## src/rtl/text_renderer.sv

```systemverilog
// text_renderer: three-stage text-mode read pipeline turning pixel coordinates into
// char-buffer, font-ROM and palette reads, with ring-buffer scroll and blinking cursor.
module text_renderer #(
    parameter int COLS        = 80,
    parameter int BUF_ROWS    = 32,
    parameter int CURSOR_LINE = 14,
    parameter int BLINK_BIT   = 4
) (
    input  logic        clk,
    input  logic        reset_n,
    input  logic [9:0]  pixel_x,
    input  logic [9:0]  pixel_y,
    input  logic        de_in,
    input  logic        hsync_in,
    input  logic        vsync_in,
    input  logic [4:0]  start_row,
    input  logic [6:0]  cursor_col,
    input  logic [4:0]  cursor_row,
    input  logic        cursor_en,
    output logic [11:0] char_addr,
    input  logic [15:0] char_data,
    output logic [11:0] font_addr,
    input  logic [7:0]  font_data,
    output logic [3:0]  pal_fg_addr,
    output logic [3:0]  pal_bg_addr,
    input  logic [5:0]  pal_fg_data,
    input  logic [5:0]  pal_bg_data,
    output logic [5:0]  rgb_out,
    output logic        de_out,
    output logic        hsync_out,
    output logic        vsync_out
);
    logic [6:0] col;
    logic [4:0] lrow, prow;
    logic       cursor_hit_d, pix_bit;
    logic [5:0] rgb_d;
    logic [2:0] x1_q, x2_q;
    logic [3:0] y1_q;
    logic       de1_q, hs1_q, vs1_q, cur1_q;
    logic       de2_q, hs2_q, vs2_q;
    logic [7:0] frame_cnt_q;
    logic       vs_prev_q;

    assign col  = pixel_x[9:3];
    assign lrow = pixel_y[8:4];
    assign prow = 5'((6'(start_row) + 6'(lrow)) % 6'(BUF_ROWS));
    assign char_addr = 12'(prow) * 12'(COLS) + 12'(col);
    assign cursor_hit_d = cursor_en & (lrow == cursor_row) & (col == cursor_col)
                        & (pixel_y[3:0] >= 4'(CURSOR_LINE)) & frame_cnt_q[BLINK_BIT];

    // Cursor cells render in inverse video by swapping the palette indices.
    assign font_addr   = {char_data[7:0], y1_q};
    assign pal_fg_addr = cur1_q ? char_data[15:12] : char_data[11:8];
    assign pal_bg_addr = cur1_q ? char_data[11:8]  : char_data[15:12];

    assign pix_bit = font_data[~x2_q];
    assign rgb_d   = de2_q ? (pix_bit ? pal_fg_data : pal_bg_data) : 6'd0;

    always_ff @(posedge clk or negedge reset_n) begin
        if (!reset_n) begin
            x1_q        <= '0;
            y1_q        <= '0;
            de1_q       <= 1'b0;
            hs1_q       <= 1'b0;
            vs1_q       <= 1'b0;
            cur1_q      <= 1'b0;
            x2_q        <= '0;
            de2_q       <= 1'b0;
            hs2_q       <= 1'b0;
            vs2_q       <= 1'b0;
            rgb_out     <= '0;
            de_out      <= 1'b0;
            hsync_out   <= 1'b0;
            vsync_out   <= 1'b0;
            frame_cnt_q <= '0;
            vs_prev_q   <= 1'b0;
        end else begin
            x1_q        <= pixel_x[2:0];
            y1_q        <= pixel_y[3:0];
            de1_q       <= de_in;
            hs1_q       <= hsync_in;
            vs1_q       <= vsync_in;
            cur1_q      <= cursor_hit_d;
            x2_q        <= x1_q;
            de2_q       <= de1_q;
            hs2_q       <= hs1_q;
            vs2_q       <= vs1_q;
            rgb_out     <= rgb_d;
            de_out      <= de2_q;
            hsync_out   <= hs2_q;
            vsync_out   <= vs2_q;
            frame_cnt_q <= frame_cnt_q + 8'(vsync_in & ~vs_prev_q);
            vs_prev_q   <= vsync_in;
        end
    end
endmodule

```

## config.mk

```make
export PLATFORM = sky130hd
export DESIGN_NAME = text_renderer
export DESIGN_NICKNAME = d
export VERILOG_FILES = /design/src/rtl/text_renderer.sv
export SDC_FILE = /design/constraint.sdc
export NUM_CORES = 1
export LEC_CHECK = 0
export CAP_MARGIN = 10
export CORE_MARGIN = 1.5
export CORE_UTILIZATION = 33
export CTS_CLUSTER_SIZE = 12
export DETAILED_ROUTE_END_ITERATION = 8
export GPL_ROUTABILITY_DRIVEN = 0
export PLACE_DENSITY_LB_ADDON = 0.1
export SLEW_MARGIN = 30
export SYNTH_ARGS = -nofsm -noshare
export SYNTH_HDL_FRONTEND = slang
export SYNTH_SLANG_ARGS = --single-unit
```

## constraint.sdc

```tcl
create_clock -name clk -period 3.01 [get_ports clk]
set_input_delay 0.301 -clock clk [delete_from_list [all_inputs] [get_ports clk]]
set_output_delay 0.301 -clock clk [all_outputs]
set_load 0.03 [all_outputs]
```

==> metrics.cfg, run 1 <==
[clock_tree]
clk_latency_ps=270
cts_max_level=2
clock-sinks=31
cts-root-buf=clkbuf_8
cts_buffers=5
hold_buffers=0
clock_path_buffers=2
path_clk_slew_ps=60
cts_tree=yes

[critical_path]
reg2reg_depth=4
cpPeakStageDelay_ps=590
crit_fanout=2
regToRegEndpoint=rgb_out[1]
path_cells=buf_6 > ha_4 > fa_2 > buf_4 > xor2_2 > ha_1 > ha_2 > fa_2 > nand3_2 > a211o_1 > o21ai_2 > xor2_2 > buf_6
reg2reg_slack_ps=1270
critPathRequiredTime_ps=2710
startpoint_type=primary input
r2r-start=x2_q[1]
critPathKind=in2out
cp.arrival_ps=2940
crit_path_top_delay_cell=fa_2
critPathCaptureType=primary output

[cells_and_area]
design_area_um2=3310
area_growth_pct=82.7
antenna_cells=0
final_layout_size_suffix_gt1_share_pct=28.6
mostFrequentLayoutCells=clkdlybuf4s50_1, dfrtp_1, buf_4, xnor2_1
fin_nets=369
layout_commonest_cell=clkdlybuf4s50_1
final_util_pct=63.7

[timing]
worst_pin_slew_ps=370
hold_viol=0
slew_violations=0
relSlewSlack_pct=75.3
fin_ws_ps=-233
fin_crit_sh_pct=108
setup_viol=4
fin_crit_ps=3240
fin_worst_skew_ps=2.95
rsz0062_at_grt=true
max_freq_mhz=308

[floorplan]
core_um2=5200
initial_core_util_pct=34.8
die_x_um=77.1
dieArea_um2=5950
io_pins=120
fp-row-count=26
die_y_um=77.1

[global_routing]
grt_pass1_vias=1569
grt-ovfl-total=0
grt_pass1_wl_mm=7.18
grt_usage_pct=15.5
antenna_found_initial=0
grt_max_degree=32

[routing]
routed_wl_mm=4.44
vias=1536
drt_iter0_markers=34
vias_per_cell=4.48
route.detailed.drc=0
routedWlPerCell_um=12.9
drtAntennaViolNets=0
dr.pass1.iters=2

[min_path]
hold_depth=0
hp-class=reg2reg
holdPathEnd=x2_q[2]
worstHoldStart=x1_q[2]

[power_and_ir_drop]
power_w=0.00191
ir_worst_vdd_mv=0.634
leakage_nw=1.42
cellPowerDensity_nw_per_um2=576

[logic_synthesis]
ys_seq_area_share_pct=42.8
synthesis.area_um2=1810
synth_cell_types=29
avgSynthCellArea_um2=12.2
syn_inst=148
ys_seq_elements=31
synthesis.nets=245
yosysWarnings=0

[run_status]
status=finished, violations left
violations=negative setup slack

[flow_run]
cap_viol_max_count=0

[placed_design]
port_buffers=102
dpl_cell_area_um2=3050
dp_hpwl_mm=3.55

[cell families after synthesis]
group                    after synthesis  synth area share [%]
AO/OA/AOI/OAI                         16                  5.73
XOR/XNOR                              24                  11.6
adder cells (fa/ha/maj)               18                  13.7
buffers and inverters                 16                  5.80
flip-flops                            31                  42.8
multiplexers                          17                  12.4
AND/OR/NAND/NOR                       26                  8.01
[sequential cells by signal, indices dropped and copies added (netlist names)]
signal       cells
rgb_out          6
x1_q             3
vsync_out        1
cur1_q           1
hs1_q            1
vs1_q            1
de_out           1
de1_q            1
y1_q             4
frame_cnt_q      5
hsync_out        1
vs2_q            1
hs2_q            1
de2_q            1
x2_q             3
[metrics by stage]
stage	TNS [ps]	worst slack [ps]	hold WS, ps	cells
2_1_floorplan	-574	-248	5.41	148
3_3_place_gp	-2370	-664	333	331
3_5_place_dp	-2460	-702	337	331
4_1_cts	-735	-269	350	342
5_1_grt	-885	-323	354	343
6_report	-583	-233	346	343
[per-layer routing]
| layer | global-route usage (%) | wire, um | vias up |
|---|---|---|---|
| met5 | 0 | 0 | - |
| met4 | 6.00 | 60 | 0 |
| met3 | 5.48 | 363 | 7 |
| met2 | 25.0 | 2110 | 69 |
| met1 | 18.8 | 1910 | 710 |
| li1 | - | - | 750 |
[critical path, delay by kind of cell]
kind	cells	cell delay, ps
AOI/OAI and AO/OA	2	320
xor gates and xnor gates	2	320
adders and majority gates	5	1540
buffers and inverters	3	390
and+or+nand+nor	1	80
[where the power goes]
group	internal, W	switching (W)
logic	0.000561	0.000503
registers	0.000471	0.0000293
clock network	0.000208	0.000135
total	0.00124	0.000667
[what timing repair did]
| item | in CTS | in global routing |
|---|---|---|
| buffers inserted | 3 | 2 |
| pin swaps | 19 | 15 |
| resized for setup | 42 | 4 |
| endpoints found under the setup margin | 5 | 4 |
[cells in the mapped netlist]
master | instances | area share (%)
a211o_1 | 1 | 0.48
a21o_1 | 4 | 1.7
a21oi_1 | 7 | 1.9
and2_1 | 1 | 0.35
and3_1 | 1 | 0.35
buf_4 | 12 | 5.0
clkbuf_1 | 1 | 0.21
dfrtp_1 | 31 | 43
fa_1 | 3 | 3.3
ha_1 | 15 | 10
inv_1 | 3 | 0.62
mux2_2 | 8 | 5.0
mux2i_1 | 6 | 3.3
mux2i_4 | 1 | 1.2
mux4_1 | 2 | 2.9
nand2_1 | 4 | 0.83
nand2b_1 | 2 | 0.69
nand3_1 | 5 | 1.4
nand3b_1 | 1 | 0.41
nand4_1 | 3 | 1.0
nor2_1 | 1 | 0.21
nor2b_1 | 7 | 2.4
nor4_1 | 1 | 0.35
o211ai_1 | 1 | 0.41
o21ai_0 | 1 | 0.28
o31ai_1 | 1 | 0.41
o32a_1 | 1 | 0.55
xnor2_1 | 19 | 9.2
xor2_1 | 5 | 2.4
[layout make-up]
class | instances | area, um^2
Multi-Input combinational cell | 101 | 1110
Sequential cell | 31 | 776
Timing Repair Buffer | 130 | 1230
Tap cell | 70 | 87.6
Inverter | 3 | 11.3
Clock buffer | 8 | 100
Fill cell | 425 | 1890
[worst max path at each step]
stage,depth (start not counted),end,startpoint,slack (ps)
2_1_floorplan,11,char_addr[10],pixel_y[4],-250
3_3_place_gp,13,char_addr[10],pixel_y[5],-660
3_5_place_dp,13,char_addr[10],pixel_y[4],-700
4_1_cts,13,char_addr[10],pixel_y[5],-270
5_1_grt,13,char_addr[10],pixel_y[4],-320
6_report,13,char_addr[10],pixel_y[4],-230
No activity file was read; power rests on OpenSTA's default activity.
==> run 2, diff against run 1 <==
--- a/config.mk
+++ b/config.mk
@@ -10,7 +10,7 @@
 export CORE_UTILIZATION = 33
 export CTS_CLUSTER_SIZE = 12
 export DETAILED_ROUTE_END_ITERATION = 8
-export GPL_ROUTABILITY_DRIVEN = 0
+export GPL_ROUTABILITY_DRIVEN = 1
 export PLACE_DENSITY_LB_ADDON = 0.1
 export SLEW_MARGIN = 30
 export SYNTH_ARGS = -nofsm -noshare
==> constraint.sdc (replaced) <==
create_clock -name clk -period 3.01 [get_ports clk]
set_input_delay 0.7525 -clock clk [delete_from_list [all_inputs] [get_ports clk]]
set_output_delay 0.7525 -clock clk [all_outputs]
set_load 0.03 [all_outputs]
==> run 2 against run 1 <==
Net effect: the run still ends with negative setup slack left; die area stayed put; total power is 3.0% higher; critical path depth stayed put; setup slack worse by 980 ps; combinational power is 9% higher; largest power group unchanged.
==> metrics.cfg, run 2 (synthesized netlist as in run 1, its figures left out) <==
[run_status]
status=finished, violations left
violations=negative setup slack

[cells_and_area]
fillCellCount=418  ; -1.6%
multiInputGateArea_um2=1140  ; +2.7%
ff_latch_area_um2=776  ; unchanged
largest_reg_flops=6  ; unchanged
largest_register=rgb_out
largestRegisters=rgb_out (6), frame_cnt_q (5), y1_q (4)
final_layout_size_suffix_gt1_share_pct=30.6  ; +2.0 points
mostFrequentLayoutCells=clkdlybuf4s50_1, dfrtp_1, buf_4, xnor2_1, buf_6
final_util_pct=65.7  ; +2.0 points
antenna_cells=0  ; unchanged
fin_nets=374  ; +1.4%
design_area_um2=3420  ; +3.2%
layout_commonest_cell=clkdlybuf4s50_1
area_growth_pct=88.5

[timing]
hold-worst-slack_ps=347  ; +1.56 ps
fin_ws_ps=-1210  ; -976 ps
setup_viol=6  ; +2
max_freq_mhz=237  ; -23%
rsz0062_at_grt=true
slew_violations=0  ; unchanged
fin_crit_sh_pct=140  ; +32 points
fin_crit_ps=4220  ; +976 ps
worst_pin_slew_ps=378  ; +7.58 ps
relSlewSlack_pct=74.8  ; -0.51 points
fin_worst_skew_ps=2.84  ; -0.111 ps
hold_viol=0  ; unchanged

[power_and_ir_drop]
internal_power_w=0.00128  ; +2.9%
ir_worst_vdd_mv=0.481  ; -24%
combPwrFrac_pct=59.2  ; +3.4 points
leakage_nw=1.47  ; +3.3%
netSwitchingPower_w=0.000689  ; +3.2%
p_seq_share_pct=25.5  ; -0.7 points
cellPowerDensity_nw_per_um2=575  ; -0.13%
power_frac_clock_pct=15.3  ; -2.7 points
switching_share_pct=35.0  ; +0.062 points

[critical_path]
cp.arrival_ps=3470  ; +530 ps
crit_fanout=3  ; +1
critPathCaptureType=primary output
reg2reg_slack_ps=1270  ; about the same
critPathKind=in2out
reg2reg_depth=4  ; unchanged
startpoint_type=primary input
critPathRequiredTime_ps=2260  ; -450 ps

[clock_tree]
path_clk_slew_ps=60  ; about the same
cts_max_level=2  ; unchanged
clock-sinks=31  ; unchanged
clk_latency_ps=280  ; about the same
cts_buffers=5  ; unchanged
clock_path_buffers=2  ; unchanged
cts-root-buf=clkbuf_8
cts_tree=yes

[min_path]
hold_depth=0  ; unchanged
hp-class=reg2reg

[routing]
dr.pass1.iters=4  ; +2
routedWlPerCell_um=13.2  ; +2.2%
drt_iter0_markers=31  ; -8.8%
routed_wl_mm=4.61  ; +3.7%
vias_per_cell=4.51  ; +0.68%
drtAntennaViolNets=0  ; unchanged
route.detailed.drc=0  ; unchanged
vias=1569  ; +2.1%

[placed_design]
routabilityCongestion=0.784
dpl_cell_area_um2=3160  ; +3.7%
dp_hpwl_mm=3.75  ; +5.5%
pre_cts_slack_ps=-1650  ; -947 ps
port_buffers=102  ; unchanged

[floorplan]
initial_core_util_pct=34.8  ; unchanged
die_x_um=77.1  ; unchanged
dieArea_um2=5950  ; unchanged
io_pins=120  ; unchanged
fp-row-count=26  ; unchanged
die_y_um=77.1  ; unchanged
core_um2=5200  ; unchanged

[flow_run]
cap_viol_max_count=0  ; unchanged

[global_routing]
grt_usage_pct=15.5  ; about the same
grt_pass1_vias=1552  ; -1.1%
grt_pass1_wl_mm=7.15  ; -0.47%
grt_max_degree=32  ; unchanged
antenna_found_initial=0  ; unchanged
grt-ovfl-total=0  ; unchanged

[run 2: cell count changes in the layout (fill, tap and decap cells not counted), moves of 2 or more]
cell           before  now
dlygate4sd2_1       4    2
buf_12              0    2
buf_6               9   12
clkbuf_8            7    5
[run 2: per-layer routing]
layer | routed length, um | up-vias | global-route usage [%] | share of wire [%]
li1 | - | 765 | - | -
met1 | 1950 | 721 | 18.5 | 42
met2 | 2160 | 63 | 24.9 | 47
met3 | 356 | 20 | 4.52 | 7.7
met4 | 143 | 0 | 8.36 | 3.1
met5 | 0 | - | 0 | 0
[run 2: final timing paths]
kind,from,end
worst max-delay path,start_row[1],char_addr[10]
worst min-delay path,de1_q,de2_q
worst max register to register,x2_q[1],rgb_out[4]
worst min register to register,de1_q,de2_q
max in group asynchronous,reset_n,x1_q[1]
min in group asynchronous,reset_n,rgb_out[0]
[run 2: stage by stage]
stage / cells / total power (W) / TNS [ps]
floorplan: 148 / 0.00106 / -4540
global placement: 337 / 0.00154 / -8240
detailed placement: 337 / 0.00154 / -8400
CTS: 347 / 0.00196 / -5590
global route: 348 / 0.00208 / -5840
finish: 348 / 0.00197 / -5240
[run 2: what timing repair did]
item | CTS | global route
hold buffers | 0 | 0
pin swaps | 16 | 11
gates resized for setup | 41 | 9
setup endpoints to repair | 7 | 7
buffers inserted | 2 | 1
[run 2: final cells by class]
| class | instances | area share, % |
|---|---|---|
| inverters | 3 | 0.329 |
| multi-input cells | 101 | 33.3 |
| clock inverters | 1 | 0.146 |
| repair buffers | 135 | 38.7 |
| well taps | 70 | 2.56 |
| clock buffers | 7 | 2.23 |
| flip-flops and latches | 31 | 22.7 |
[run 2: power groups by stage]
stage               registers [W]  logic, W  clock network [W]
CTS                      0.000501   0.00115           0.000313
global route             0.000506   0.00124           0.000330
finish                   0.000501   0.00116           0.000300
detailed placement       0.000508   0.00104                  0
global placement         0.000507   0.00103                  0
floorplan                0.000526  0.000536                  0
[run 2: critical path, cell delays in order]
cell and delay [ps]:
buf_2 110, ha_1 260, a21o_1 200, a21oi_4 180
xnor2_4 150, ha_4 220, ha_2 190, fa_2 630
nand3_2 100, a211o_1 240, o21ai_2 80, xor2_2 200
buf_12 140
